## src/rtl/mod_n_fsm_counter_if.sv

```systemverilog
// Control and status bundle for mod_n_fsm_counter.
// The master side drives the count controls; the slave side is the counter.
interface mod_n_fsm_counter_if #(
   parameter int WIDTH = 4
);
   logic             i_en;
   logic             i_dir;
   logic             i_clr;
   logic             i_load;
   logic [WIDTH-1:0] i_load_val;
   logic [WIDTH-1:0] state;
   logic             o_max;
   logic             o_min;
   logic             o_wrap;

   modport master (
      output i_en, i_dir, i_clr, i_load, i_load_val,
      input  state, o_max, o_min, o_wrap
   );

   modport slave (
      input  i_en, i_dir, i_clr, i_load, i_load_val,
      output state, o_max, o_min, o_wrap
   );
endinterface

```

## src/rtl/mod_n_fsm_counter.sv

```systemverilog
// Modulo-MODULUS up/down counter with clear, clamped load and wrap/saturate ends.
// All status outputs decode from registered state only.
module mod_n_fsm_counter #(
   parameter int WIDTH    = 4,
   parameter int MODULUS  = 10,
   parameter int SATURATE = 0
) (
   input logic                 i_clk,
   input logic                 i_rst_n,
   mod_n_fsm_counter_if.slave  bus
);
   localparam logic [WIDTH-1:0] MAX_VAL = WIDTH'(MODULUS - 1);
   localparam logic [WIDTH-1:0] ZERO    = {WIDTH{1'b0}};
   localparam logic [WIDTH-1:0] ONE     = WIDTH'(1);

   typedef enum logic [2:0] {
      ACT_HOLD = 3'd0,
      ACT_FIX  = 3'd1,
      ACT_CLR  = 3'd2,
      ACT_LOAD = 3'd3,
      ACT_UP   = 3'd4,
      ACT_DOWN = 3'd5
   } action_t;

   logic [WIDTH-1:0] state_r;
   logic [WIDTH-1:0] state_nxt_s;
   logic             wrap_r;
   logic             wrap_nxt_s;
   logic             in_range_s;
   logic             load_ok_s;
   action_t          action_s;

   // Range checks are done in 32 bits so they stay meaningful when MODULUS == 2^WIDTH.
   always_comb begin
      in_range_s = ({{(32-WIDTH){1'b0}}, state_r} <= 32'(MODULUS - 1));
      load_ok_s  = ({{(32-WIDTH){1'b0}}, bus.i_load_val} <= 32'(MODULUS - 1));
   end

   // Select this edge's action: illegal state recovery first, then clr > load > en.
   always_comb begin
      action_s = ACT_HOLD;
      if (!in_range_s) begin
         action_s = ACT_FIX;
      end else if (bus.i_clr) begin
         action_s = ACT_CLR;
      end else if (bus.i_load) begin
         action_s = ACT_LOAD;
      end else if (bus.i_en) begin
         action_s = bus.i_dir ? ACT_UP : ACT_DOWN;
      end else begin
         action_s = ACT_HOLD;
      end
   end

   // Next count and wrap flag; the ends compare against MAX_VAL and never rely on overflow.
   always_comb begin
      state_nxt_s = state_r;
      wrap_nxt_s  = 1'b0;
      case (action_s)
         ACT_HOLD: state_nxt_s = state_r;
         ACT_FIX:  state_nxt_s = ZERO;
         ACT_CLR:  state_nxt_s = ZERO;
         ACT_LOAD: state_nxt_s = load_ok_s ? bus.i_load_val : MAX_VAL;
         ACT_UP: begin
            if (state_r != MAX_VAL) begin
               state_nxt_s = state_r + ONE;
            end else if (SATURATE == 0) begin
               state_nxt_s = ZERO;
               wrap_nxt_s  = 1'b1;
            end else begin
               state_nxt_s = state_r;
            end
         end
         ACT_DOWN: begin
            if (state_r != ZERO) begin
               state_nxt_s = state_r - ONE;
            end else if (SATURATE == 0) begin
               state_nxt_s = MAX_VAL;
               wrap_nxt_s  = 1'b1;
            end else begin
               state_nxt_s = state_r;
            end
         end
         default: state_nxt_s = ZERO;
      endcase
   end

   // Count and wrap registers; reset aborts any pending step and in-flight wrap pulse.
   always_ff @(posedge i_clk or negedge i_rst_n) begin
      if (!i_rst_n) begin
         state_r <= ZERO;
         wrap_r  <= 1'b0;
      end else begin
         state_r <= state_nxt_s;
         wrap_r  <= wrap_nxt_s;
      end
   end

   assign bus.state  = state_r;
   assign bus.o_max  = (state_r == MAX_VAL);
   assign bus.o_min  = (state_r == ZERO);
   assign bus.o_wrap = wrap_r;
endmodule

```

## src/flat_wrapper.sv

```systemverilog
// flat-port wrapper written by rule: the top's interface ports become plain ports
module mod_n_fsm_counter_flat 
#(
   parameter int WIDTH    = 4,
   parameter int MODULUS  = 10,
   parameter int SATURATE = 0
)
  (i_clk, i_rst_n, bus_i_en, bus_i_dir, bus_i_clr, bus_i_load, bus_i_load_val, bus_state, bus_o_max, bus_o_min, bus_o_wrap);
  mod_n_fsm_counter_if #(.WIDTH(WIDTH)) bus_i ();
  input logic i_clk;
  input logic i_rst_n;
  input wire logic [$bits(bus_i.i_en)-1:0] bus_i_en;
  input wire logic [$bits(bus_i.i_dir)-1:0] bus_i_dir;
  input wire logic [$bits(bus_i.i_clr)-1:0] bus_i_clr;
  input wire logic [$bits(bus_i.i_load)-1:0] bus_i_load;
  input wire logic [$bits(bus_i.i_load_val)-1:0] bus_i_load_val;
  output wire logic [$bits(bus_i.state)-1:0] bus_state;
  output wire logic [$bits(bus_i.o_max)-1:0] bus_o_max;
  output wire logic [$bits(bus_i.o_min)-1:0] bus_o_min;
  output wire logic [$bits(bus_i.o_wrap)-1:0] bus_o_wrap;
  assign bus_i.i_en = bus_i_en;
  assign bus_i.i_dir = bus_i_dir;
  assign bus_i.i_clr = bus_i_clr;
  assign bus_i.i_load = bus_i_load;
  assign bus_i.i_load_val = bus_i_load_val;
  assign bus_state = bus_i.state;
  assign bus_o_max = bus_i.o_max;
  assign bus_o_min = bus_i.o_min;
  assign bus_o_wrap = bus_i.o_wrap;
  mod_n_fsm_counter #(.WIDTH(WIDTH), .MODULUS(MODULUS), .SATURATE(SATURATE)) u_core (.i_clk(i_clk), .i_rst_n(i_rst_n), .bus(bus_i));
endmodule
```

## config.mk

```make
export PLATFORM = sky130hd
export DESIGN_NAME = mod_n_fsm_counter_flat
export DESIGN_NICKNAME = d
export VERILOG_FILES = /design/src/rtl/mod_n_fsm_counter_if.sv /design/src/rtl/mod_n_fsm_counter.sv /design/src/flat_wrapper.sv
export SDC_FILE = /design/constraint.sdc
export NUM_CORES = 1
export LEC_CHECK = 0
export CORE_MARGIN = 2
export CORE_UTILIZATION = 30
export DETAILED_ROUTE_END_ITERATION = 10
export GPL_TIMING_DRIVEN = 0
export PLACE_DENSITY = 0.65
export SYNTH_ARGS = -nofsm -noshare
export SYNTH_HDL_FRONTEND = slang
export SYNTH_SLANG_ARGS = --single-unit
```

## constraint.sdc

```tcl
create_clock -name i_clk -period 1.8 [get_ports i_clk]
set_input_delay 0.36 -clock i_clk [delete_from_list [all_inputs] [get_ports i_clk]]
set_output_delay 0.36 -clock i_clk [all_outputs]
set_load 0.03 [all_outputs]
```

==> results.py <==
metrics = {
    "timing": {
        "finClkSkew_ps": 3.94,
        "worst_pin_slew_ps": 365,
        "period_needed_ps": 1750,
        "hold_violations": 0,
        "grt_setup_unrepaired": "no",
        "relSlewSlack": 0.757,
        "hold_ws_ps": 343,
        "slew_viol_final": 0,
        "maxClockFrequency_ghz": 0.571,
        "setup_viol_count_final": 0,
        "period_share": 0.973,
        "tns_ps": 0,
    },
    "floorplanning": {
        "rows": 14,
        "fp.coreArea_sq_um": 1520,
        "die_h_um": 44.7,
        "die_w_um": 44.7,
        "dieArea_sq_um": 2000,
        "start_util": 0.326,
        "ios": 17,
    },
    "setup_path": {
        "worstRegToRegCells": 6,
        "reg2reg_to": "u_core.bus.o_wrap",
        "crit_path_start_kind": "flop",
        "path_common_cell": "buf_6",
        "path_max_fanout": 10,
        "critical_path_class": "reg -> out",
        "arrival_ps": 1390,
        "slowest_stage": "or3_4",
        "critPathLaunch": "u_core.bus.state[1]",
        "end_kind": "output port",
        "rr_startpoint": "u_core.bus.state[1]",
        "crit_required_ps": 1440,
        "cp-endpoint": "bus_o_min",
        "max_stage_delay_ps": 400,
        "worstPathCellList": "buf_6, or3_4, nor2_4, buf_6",
        "reg2reg_slack_ps": 230,
    },
    "detailed_routing": {
        "wirelength_um": 1160,
        "drc": 0,
        "first_iter_violations": 29,
        "drt.antenna.violating_nets": 0,
        "num_vias": 518,
        "vias_per_cell": 5.34,
        "routedWlPerCell_um": 11.9,
        "drt_pass1_iterations": 4,
    },
    "grt": {
        "grt_max_degree": 11,
        "grt_overflow": 0,
        "grt_pass1_vias": 389,
        "grt.total_usage": 0.115,
        "grt_first_pass_wirelength_um": 1650,
        "antenna_found_initial": 0,
    },
    "logic_synthesis": {
        "synth_nets": 72,
        "yosysSeqAreaShare": 0.252,
        "ys_ff_latch": 5,
        "syn_inst": 62,
        "synth_cell_type_count": 34,
        "synth_warnings": 0,
        "synth_area_sq_um": 497,
        "synth_edf_count": 0,
        "synth_ff_type": "dfrtp_1",
        "async_reset_ff_frac": 1.00,
        "syn_avg_cell_area_sq_um": 8.01,
    },
    "final_layout": {
        "diodes": 0,
        "layout.nets": 92,
        "drive_gt1_frac": 0.247,
        "syn_to_final_growth_pct": 40.8,
        "multi_input_area_sq_um": 312,
        "fillers": 153,
        "finalNonFillerCells": 97,
        "register_area_sq_um": 125,
    },
    "placement": {
        "io_buffer_count": 14,
        "dp_hpwl_um": 861,
        "dp_cells": 92,
        "globalplace.congestion": 0.810,
    },
    "worst_hold_path": {
        "hp-class": "in -> async",
    },
    "power_and_ir_drop": {
        "p_total_w": 0.000441,
        "ir_worst_vdd_uv": 503,
        "leakagePower_nw": 0.281,
        "powerDensity_nw_per_um2": 631,
    },
    "clocking": {
        "clock_latency_ps": 240,
        "numCtsBuffers": 3,
        "cts_tree": "built",
        "path_clk_slew_ps": 40,
        "cts_max_level": 1,
        "cts_max_path_buffers": 2,
        "cts.sinks": 5,
        "cts-root-buf": "clkbuf_4",
    },
    "status": {
        "status": "finished, final reports clean",
    },
    "run": {
        "cap_viol_max_count": 0,
    },
}
==> cells in the final DEF, fill, tap and decap left out, drive strengths merged, types with 2 or more instances in the layout <==
| cell | instances |
|---|---|
| nor3 | 2 |
| nand2 | 6 |
| clkdlybuf4s50 | 12 |
| buf | 9 |
| o21ai | 5 |
| dfrtp | 5 |
| nand2b | 2 |
| nand3 | 3 |
| a21oi | 6 |
| nor3b | 2 |
| clkbuf | 5 |
| or3 | 2 |
| inv | 3 |
| a31oi | 2 |
| nor2 | 5 |
==> cell type report <==
cell class | count | share of cell area
multi-input combinational | 47 | 0.445
timing repair buffer | 15 | 0.206
sequential | 5 | 0.179
buffer | 7 | 0.0877
clock buffer | 4 | 0.0376
tap | 16 | 0.0286
inverter | 3 | 0.0161
==> cell families after synthesis <==
kind of cell / count (synthesis) / share of synthesized area
simple gates: 27 / 0.322
compound gates: 18 / 0.244
buf+inv: 10 / 0.146
flops: 5 / 0.252
xor+xnor: 2 / 0.0353
==> report_power, final <==
| group | total [W] | internal (W) | switching, W | leakage, nW |
|---|---|---|---|---|
| clock | 0.000128 | 0.0000837 | 0.0000445 | 0.0150 |
| sequential | 0.000125 | 0.000120 | 0.00000448 | 0.0666 |
| combinational | 0.000188 | 0.0000876 | 0.000101 | 0.199 |
| total | 0.000441 | 0.000292 | 0.000150 | 0.281 |
==> repair_timing <==
item                                    4_1_cts  5_1_grt
hold buffers                                  0        0
endpoints found under the setup margin        2        2
resized for setup                             9        4
setup buffers                                 0        1
pin swaps                                     0        1
==> flip-flops by register name, indices dropped and copies added (netlist names) <==
signal and count:
u_core.bus.state 4, u_core.bus.o_wrap 1
==> through the flow <==
stage           util  setup WS [ps]  instance area (sq um)
5_1_grt        0.459           7.66                    699
2_1_floorplan      -           90.4                    504
6_report       0.459           49.1                    699
3_5_place_dp   0.436           -232                    664
4_1_cts        0.452           15.0                    689
3_3_place_gp   0.436           -227                    664
==> Yosys cell counts (all sizes together) (2+ instances only) <==
master | instances | area (sq um)
a21oi | 6 | 33.8
buf | 6 | 57.5
nand2 | 6 | 22.5
dfrtp | 5 | 125
nor2 | 5 | 18.8
o21ai | 5 | 25.0
inv | 3 | 11.3
nand3 | 3 | 15.0
a31oi | 2 | 12.5
nand2b | 2 | 12.5
nor3 | 2 | 21.3
nor3b | 2 | 20.0
or3 | 2 | 17.5
==> critical path: cells and delay by family (launching register included) <==
| kind | cells | cell delay, ps |
|---|---|---|
| and+or+nand+nor | 2 | 490 |
| DFF | 1 | 390 |
| buffers and inverters | 2 | 280 |
==> routing by layer <==
metal	share of wire	track usage
met5	0	0
met4	0	0.0364
met3	0.066	0.0360
met1	0.45	0.151
met2	0.49	0.180
==> worst min path at each step <==
stage               startpoint                   to  slack (ps)
global route           i_rst_n    u_core.bus.o_wrap         350
floorplan              i_rst_n    u_core.bus.o_wrap          60
detailed placement     i_rst_n  u_core.bus.state[2]         600
finish                 i_rst_n  u_core.bus.state[3]         340
CTS                    i_rst_n  u_core.bus.state[3]         350
global placement       i_rst_n  u_core.bus.state[2]         590
Power figures use the tool's default switching activity.
